<file path="src/rtl/servo_pwm_generator_if.sv">
// Position handshake bundle for servo_pwm_generator: the producer drives valid/data,
// the generator returns ready.
interface servo_pwm_generator_if;
  logic        pos_valid;
  logic [15:0] pos_data;
  logic        pos_ready;

  modport master (output pos_valid, output pos_data, input pos_ready);
  modport slave  (input pos_valid, input pos_data, output pos_ready);
endinterface

</file>
<file path="src/rtl/servo_pwm_generator.sv">
// Servo PWM frame generator: one-entry position buffer, new widths applied only at frame starts.
// Optional macro SERVO_RAMP_EN: active_width slews toward a target by at most RAMP_STEP per frame.
module servo_pwm_generator #(
  parameter logic [15:0] PERIOD_TICKS = 16'd20000,
  parameter logic [15:0] MIN_PULSE    = 16'd1000,
  parameter logic [15:0] MAX_PULSE    = 16'd2000
`ifdef SERVO_RAMP_EN
  , parameter logic [15:0] RAMP_STEP  = 16'd10
`endif
) (
  input  logic                        clock,
  input  logic                        reset,
  input  logic                        tick,
  input  logic                        enable,
  servo_pwm_generator_if.slave        pos_if,
  output logic                        servo_out,
  output logic                        period_start,
  output logic [15:0]                 active_width
);

  typedef enum logic [1:0] {
    ST_IDLE = 2'd0,
    ST_HIGH = 2'd1,
    ST_LOW  = 2'd2
  } state_t;

  state_t      state_q, state_d;
  logic [15:0] cnt_q, cnt_d, cnt_inc_s;
  logic        servo_q, servo_d;
  logic        start_q, start_d;
  logic [15:0] width_q, width_d;
  logic        pend_valid_q, pend_valid_d;
  logic [15:0] pend_data_q, pend_data_d;
  logic        ready_q, ready_d;
  logic        frame_start_s;
  logic        xfer_s;
`ifdef SERVO_RAMP_EN
  logic [15:0] target_q, target_d, target_eff_s;
`endif

  function automatic logic [15:0] clamp_width(input logic [15:0] w);
    logic [15:0] r;
    if (w < MIN_PULSE) begin
      r = MIN_PULSE;
    end else if (w > MAX_PULSE) begin
      r = MAX_PULSE;
    end else begin
      r = w;
    end
    return r;
  endfunction

`ifdef SERVO_RAMP_EN
  function automatic logic [15:0] ramp_toward(input logic [15:0] cur, input logic [15:0] tgt);
    logic [15:0] r;
    if (tgt > cur) begin
      r = ((tgt - cur) > RAMP_STEP) ? (cur + RAMP_STEP) : tgt;
    end else begin
      r = ((cur - tgt) > RAMP_STEP) ? (cur - RAMP_STEP) : tgt;
    end
    return r;
  endfunction
`endif

  // Frame sequencing: the counter only moves on ticks, and a new frame starts from IDLE or at the wrap.
  always_comb begin
    state_d       = state_q;
    cnt_d         = cnt_q;
    frame_start_s = 1'b0;
    cnt_inc_s     = cnt_q + 16'd1;
    case (state_q)
      ST_IDLE: begin
        cnt_d = 16'd0;
        if (tick && enable) begin
          state_d       = ST_HIGH;
          frame_start_s = 1'b1;
        end else begin
          state_d = ST_IDLE;
        end
      end
      ST_HIGH: begin
        if (tick) begin
          cnt_d   = cnt_inc_s;
          state_d = (cnt_inc_s == width_q) ? ST_LOW : ST_HIGH;
        end else begin
          state_d = ST_HIGH;
        end
      end
      ST_LOW: begin
        if (tick && (cnt_q == (PERIOD_TICKS - 16'd1))) begin
          cnt_d = 16'd0;
          if (enable) begin
            state_d       = ST_HIGH;
            frame_start_s = 1'b1;
          end else begin
            state_d = ST_IDLE;
          end
        end else if (tick) begin
          cnt_d = cnt_inc_s;
        end else begin
          cnt_d = cnt_q;
        end
      end
      default: begin
        state_d = ST_IDLE;
        cnt_d   = 16'd0;
      end
    endcase
  end

  // Pending buffer and width update; ready is not set while the buffer holds a word.
  always_comb begin
    xfer_s       = pos_if.pos_valid && ready_q;
    pend_valid_d = pend_valid_q;
    pend_data_d  = pend_data_q;
    if (frame_start_s && pend_valid_q) begin
      pend_valid_d = 1'b0;
    end else if (xfer_s) begin
      pend_valid_d = 1'b1;
      pend_data_d  = clamp_width(pos_if.pos_data);
    end else begin
      pend_valid_d = pend_valid_q;
    end
`ifdef SERVO_RAMP_EN
    target_eff_s = pend_valid_q ? pend_data_q : target_q;
    if (frame_start_s) begin
      target_d = target_eff_s;
      width_d  = ramp_toward(width_q, target_eff_s);
    end else begin
      target_d = target_q;
      width_d  = width_q;
    end
`else
    if (frame_start_s && pend_valid_q) begin
      width_d = pend_data_q;
    end else begin
      width_d = width_q;
    end
`endif
    ready_d = !pend_valid_d;
    servo_d = (state_d == ST_HIGH);
    start_d = frame_start_s;
  end

  // State and output registers; reset drops the pin and any buffered width at once.
  always_ff @(posedge clock or negedge reset) begin
    if (!reset) begin
      state_q      <= ST_IDLE;
      cnt_q        <= 16'd0;
      servo_q      <= 1'b0;
      start_q      <= 1'b0;
      width_q      <= MIN_PULSE;
      pend_valid_q <= 1'b0;
      pend_data_q  <= MIN_PULSE;
      ready_q      <= 1'b1;
`ifdef SERVO_RAMP_EN
      target_q     <= MIN_PULSE;
`endif
    end else begin
      state_q      <= state_d;
      cnt_q        <= cnt_d;
      servo_q      <= servo_d;
      start_q      <= start_d;
      width_q      <= width_d;
      pend_valid_q <= pend_valid_d;
      pend_data_q  <= pend_data_d;
      ready_q      <= ready_d;
`ifdef SERVO_RAMP_EN
      target_q     <= target_d;
`endif
    end
  end

  assign servo_out        = servo_q;
  assign period_start     = start_q;
  assign active_width     = width_q;
  assign pos_if.pos_ready = ready_q;

endmodule
</file>
<file path="src/flat_wrapper.sv">
// flat-port wrapper written by rule: the top's interface ports become plain ports
module servo_pwm_generator_flat 
#(
  parameter logic [15:0] PERIOD_TICKS = 16'd20000,
  parameter logic [15:0] MIN_PULSE    = 16'd1000,
  parameter logic [15:0] MAX_PULSE    = 16'd2000

)
  (clock, reset, tick, enable, servo_out, period_start, active_width, pos_if_pos_valid, pos_if_pos_data, pos_if_pos_ready);
  servo_pwm_generator_if pos_if_i ();
  input  logic clock;
  input  logic reset;
  input  logic tick;
  input  logic enable;
  output logic servo_out;
  output logic period_start;
  output logic [15:0] active_width;
  input wire logic [$bits(pos_if_i.pos_valid)-1:0] pos_if_pos_valid;
  input wire logic [$bits(pos_if_i.pos_data)-1:0] pos_if_pos_data;
  output wire logic [$bits(pos_if_i.pos_ready)-1:0] pos_if_pos_ready;
  assign pos_if_i.pos_valid = pos_if_pos_valid;
  assign pos_if_i.pos_data = pos_if_pos_data;
  assign pos_if_pos_ready = pos_if_i.pos_ready;
  servo_pwm_generator #(.PERIOD_TICKS(PERIOD_TICKS), .MIN_PULSE(MIN_PULSE), .MAX_PULSE(MAX_PULSE)) u_core (.clock(clock), .reset(reset), .tick(tick), .enable(enable), .pos_if(pos_if_i), .servo_out(servo_out), .period_start(period_start), .active_width(active_width));
endmodule
</file>
<file path="config.mk">
export PLATFORM = sky130hd
export DESIGN_NAME = servo_pwm_generator_flat
export DESIGN_NICKNAME = d
export VERILOG_FILES = /design/src/rtl/servo_pwm_generator_if.sv /design/src/rtl/servo_pwm_generator.sv /design/src/flat_wrapper.sv
export SDC_FILE = /design/constraint.sdc
export NUM_CORES = 1
export LEC_CHECK = 0
export ABC_AREA = 1
export ABC_CLOCK_PERIOD_IN_PS = 2200
export CAP_MARGIN = 20
export CORE_ASPECT_RATIO = 0.8
export CORE_MARGIN = 8
export CORE_UTILIZATION = 33
export DETAILED_ROUTE_END_ITERATION = 7
export DONT_BUFFER_PORTS = 1
export PLACE_DENSITY_LB_ADDON = 0.1
export SLEW_MARGIN = 20
export SYNTH_ARGS = -nofsm -noshare
export SYNTH_HDL_FRONTEND = slang
export SYNTH_SLANG_ARGS = --single-unit
export TNS_END_PERCENT = 100
</file>
<file path="constraint.sdc">
create_clock -name clock -period 2.2 [get_ports clock]
set_input_delay 0.22 -clock clock [delete_from_list [all_inputs] [get_ports clock]]
set_output_delay 0.22 -clock clock [all_outputs]
set_load 0.03 [all_outputs]
</file>
# Word level (Yosys, flattened, before mapping)
# Index checks and enable logic that the tools add are counted.
# word_totals
regBits,54
input_bits,21
output_inout_bits,19
wordCells,41
# op_classes
addsub,1
n_lt_le_gt_ge,2
n_eq_ne,5
mux,17
bitwise_logic,1
n_reduce_logical,7
# op_table
cell,count
2-to-1 mux 16 bit,4
one-hot mux 16 bit (2 select lines),1
"adder 16 x 1 -> 16 bit, second input constant",1
"== test 16 x 15 -> 1 bit, second input constant",1
== test 16 bit,1
"greater-than comparator 16 x 11 -> 1 bit, second input constant",1
"less-than comparator 16 x 10 -> 1 bit, second input constant",1
2-to-1 mux 1 bit,7
2-to-1 mux 2 bit,3
one-hot mux 2 bit (3 select lines),1
"== test 2 x 1 -> 1 bit, second input constant",2
logical AND 1 bit,4
"== test 2 bit, second input constant",1
zero test 2 bit,1
one-hot mux 1 bit (2 select lines),1
AND reduction 2 bit,1
zero test 1 bit,1
NOT 1 bit,1

# Longest topological paths before layout
# logic_depth
word_depth,7
depth_mapped,16

# Worst setup path after synthesis
# Ideal clock, no wire load.
# synth_path
path_kind,flip-flop to flip-flop
start,register u_core.cnt_q[0]
end,register u_core.servo_q (netlist: u_core.servo_out)
arrival_ns,1.686
t_required_ns,2.081
path_slack_ns,0.396
stages_incl_launch_ff,17
n_path_buf,0
synth_period_minus_slack_ns,1.804
cell_sequence,dfrtp_1 > ha_1 > nand3_1 > nor2_2 > nand2_1 > nand2_1 > nand2_1 > nand2_1 > nand2_1 > nor2_1 > nand2_1 > nor2_2 > nand2_1 > nand2_1 > nand2_1 > nand2_1 > nor2_1
# synth_between
elab_chain_cells,6
elab_cells_between_ends,9
classes_between,1 x add/sub; 3 x eq/ne; 4 x mux; 1 x reduce/logical
# synth_rtl
element,line_no,text
from (decl),servo_pwm_generator.sv:28,"logic [15:0] cnt_q, cnt_d, cnt_inc_s;"
from (signal assigned),servo_pwm_generator.sv:161,cnt_q <= cnt_d;
adder 16 x 1 -> 16 bit,servo_pwm_generator.sv:70,cnt_inc_s = cnt_q + 16'd1;
== test 16 bit,servo_pwm_generator.sv:84,state_d = (cnt_inc_s == width_q) ? ST_LOW : ST_HIGH;
2-to-1 mux 2 bit,servo_pwm_generator.sv:84,
2-to-1 mux 2 bit,servo_pwm_generator.sv:82,if (tick) begin
one-hot mux 2 bit (3 select lines) (*),servo_pwm_generator.sv:71,case (state_q)
== test 2 x 1 -> 1 bit (*),servo_pwm_generator.sv:141,servo_d = (state_d == ST_HIGH);
net u_core.servo_d,servo_pwm_generator.sv:29,"logic servo_q, servo_d;"
to (signal assigned),servo_pwm_generator.sv:162,servo_q <= servo_d;
to (decl),servo_pwm_generator.sv:29,
# The timed path passes the listed nets; every way through them passes the cells marked *.
# A chain may end at the register's enable or synchronous reset.

# Worst setup path after layout
# Same ends and word-level chain as after synthesis.

==> flow_summary_export.csv <==
group,metric,value,unit
route,vias,2494,
floorplanning,core,9037,um^2
sta,drv_slew,0,
synth,syn_nets,422,
grt,overflow,0,
power,pwr-share-comb,0.346,
synth,yosysSeqAreaShare,0.4474,
sta,maxSlewHeadroom,0.6930,
finish,fin_util,0.3814,
run_status,outcome,"finished clean",
synth,postSynth.asyncResetShare,1.000,
power,swShare,0.4453,
power,vdd_drop_max,0.0004851,V
power,power.switching,1.971,mW
cts,cts.path.max_buffers,2,
synth,synth_edf_count,0,
route,wl_per_cell,15.49,um
floorplanning,die_x,123.6,um
route,drt_wl_total,8.071,mm
synth,synth_cells,396,
finish,fin_cells,521,
route,route.detailed.drc,0,
synth,ys_warn_count,0,
cts,cts_made_buffers,5,
sta,fin_crit,1.995,ns
cts,clk_pin_slew_worst_paths,0.08,ns
synth,ys_top_cells_by_count,"nand2_1, inv_1, nor2_1",
floorplanning,start_util,0.3382,
placement,dp_cells,507,
placement,gp_congestion,0.7893,
power,p_clk_frac,0.190,
placement,pre_cts_ws,0.003171,ns
finish,final_layout_size_suffix_gt1_frac,0.1502,
finish,syn_to_final_growth,12.77,%
critical_path,required,2.38,ns
cts,clock_sinks,54,
placement,place.port_buffers,0,
power,power,4.426,mW
power,intPower,2.455,mW
grt,grt_max_degree,55,
cts,clock-root-buffer,"clkbuf_16",
critical_path,crit_fanout,9,
route,drt_pass1_iterations,4,
cts,htreeDepth,2,
cts,cts_tree,"yes",
placement,dpl_cell_area,3197,um^2
sta,setup_slack,0.2054,ns
route,ant_nets,0,
floorplanning,io-pin-count,40,
sta,hold_slack,0.01580,ns
critical_path,cp-startpoint,"u_core.cnt_q[0]",
worst_hold_path,hold_class,"input port to flop",
synth,yosys.area.top_type,"dfrtp_1",
grt,gr-usage-all-layers,0.1395,
critical_path,endpoint_kind,"flop",
synth,synth_top_area_share,0.3357,
floorplanning,dieArea,12620,um^2
grt,grt_pass1_wl,13.54,mm
grt,antenna_found_initial,0,
critical_path,regToRegStartpoint,"u_core.cnt_q[0]",
power,cellLeakagePower,1.561,nW
floorplanning,rows,31,
critical_path,path_class,"flop to flop",
synth,synth_ff_type,"dfrtp_1",
placement,dpl.hpwl,5.809,mm
power,pwr_density_cell,1284,nW/um^2
sta,skew,0.006128,ns
cts,clkLatencyLatePin,0.29,ns
run,max-cap-violations,0,
route,drt-initial-drc-count,146,
sta,fmax,501.4,MHz
finish,design_area,3447,um^2
critical_path,startpoint_type,"flop",
synth,syn_area,3057,um^2
finish,diodes,0,
worst_hold_path,min-delay-start,"tick",
floorplanning,chipHeight,102.1,um
sta,setup-tns-final,0,ns
synth,yosys.cell_count.top_type,"nand2_1",
sta,worstMarginPinSlew,0.4563,ns
sta,setup_viol,0,
grt,grt_pass1_vias,2535,
synth,ys_top_cells_by_area,"dfrtp_1, nand2_1, dfstp_2",
sta,final-hold-violation-count,0,
route,vias_per_cell,4.787,
synth,synth_cell_types,34,
critical_path,worstPathArrival,2.18,ns
finish,finalNetCount,431,
power,p_seq_frac,0.463,
sta,post-route-period-util,0.9066,
synth,yosys_register_bits,54,
synth,syn_area_per_cell,7.719,um^2
## worst max-delay path, stage by stage (launching register included)
cell and delay (ns):
dfrtp_2 0.41, buf_4 0.13, nand2_2 0.06, nor2_4 0.24, nand2_1 0.11, nand3_1 0.09
nand2_1 0.07, inv_1 0.06, nand3_1 0.06, nor2_1 0.14, nand2_1 0.08, nor2_2 0.15
nand2_1 0.06, nand2_1 0.05, nand2_1 0.05, nand2_1 0.07, nor2_1 0.05
## power by group through the flow
| stage | clock network [mW] | logic, mW | registers (mW) |
|---|---|---|---|
| detailed placement | 0 | 1.45 | 2.08 |
| global placement | 0 | 1.44 | 2.08 |
| finish | 0.842 | 1.53 | 2.05 |
| CTS | 0.882 | 1.50 | 2.06 |
| global route | 0.920 | 1.80 | 2.12 |
| floorplan | 0 | 1.11 | 1.96 |
## worst paths after layout
| kind | slack (ns) | to | depth (start not counted) |
|---|---|---|---|
| setup / recovery | 0.21 | u_core.servo_out | 16 |
| hold reg to reg | 0.49 | u_core.pend_data_q[8] | 2 |
| min in group asynchronous | 0.44 | u_core.cnt_q[3] | 2 |
| setup reg to reg | 0.21 | u_core.servo_out | 16 |
| hold / removal | 0.02 | u_core.cnt_q[12] | 1 |
| max in group asynchronous | 1.45 | u_core.active_width[9] | 2 |
## sequential cells by signal, summed over array words and instances (netlist names)
signal	flops
u_core.pend_data_q	16
u_core.cnt_q	16
u_core.servo_out	1
u_core.pos_if.pos_ready	1
u_core.period_start	1
u_core.state_q	2
u_core.active_width	16
u_core.pend_valid_q	1
## cells by family after synthesis
group	synth area share
compound gates	0.1261
xor+xnor	0.008598
fa+ha+maj	0.02047
buf+inv	0.08759
flops	0.4474
simple gates	0.3099
## final cells by class
cell class / count / area (um^2)
Clock inverter: 2 / 17.52
Timing Repair Buffer: 11 / 122.6
Tap cell: 115 / 143.9
Multi-Input combinational cell: 276 / 1441
Sequential cell: 54 / 1369
Inverter: 57 / 214.0
Clock buffer: 6 / 138.9
Fill cell: 959 / 5590
## per-layer routing
metal  GRT usage  up-vias  share of wire  wire [um]
met2      0.1960       41           0.42       3365
met5           0        -              0          0
met1      0.2068     1142           0.53       4244
met4     0.04155        0          0.017        140
met3     0.02927       10          0.040        321
li1            -     1301              -          -
## cells in the final DEF, fill, tap and decap left out, types with 2 or more instances in the layout
| master | Yosys | routed |
|---|---|---|
| clkbuf_16 | 0 | 5 |
| nor2_2 | 6 | 5 |
| dlygate4sd3_1 | 0 | 3 |
| nand2_4 | 4 | 4 |
| nand2_2 | 4 | 4 |
| a21oi_1 | 10 | 10 |
| nand3_1 | 28 | 27 |
| nor3_1 | 2 | 2 |
| nor2_1 | 42 | 41 |
| inv_2 | 4 | 4 |
| o21ai_0 | 27 | 26 |
| ha_1 | 5 | 4 |
| o21ai_1 | 11 | 12 |
| nor2_4 | 1 | 3 |
| a211oi_1 | 13 | 13 |
| o21ai_2 | 2 | 2 |
| dfrtp_1 | 41 | 40 |
| and2_1 | 2 | 2 |
| buf_4 | 1 | 6 |
| clkinv_4 | 0 | 2 |
| inv_1 | 52 | 52 |
| nand2_1 | 94 | 94 |
| nand3_2 | 3 | 4 |
| nand3b_1 | 4 | 4 |
| nand4_1 | 9 | 9 |
| nor4_1 | 2 | 2 |
| dfstp_2 | 13 | 13 |
| xor2_1 | 2 | 2 |
## timing repair
action / 4_1_cts / 5_1_grt
setup buffers: 0 / 2
hold buffers: 3 / 1
hold endpoints to repair: 57 / 1
setup endpoints to repair: 2 / 13
resized for setup: 1 / 6
pin swaps: 0 / 1
Note: power is estimated with default switching activity, not from simulation.
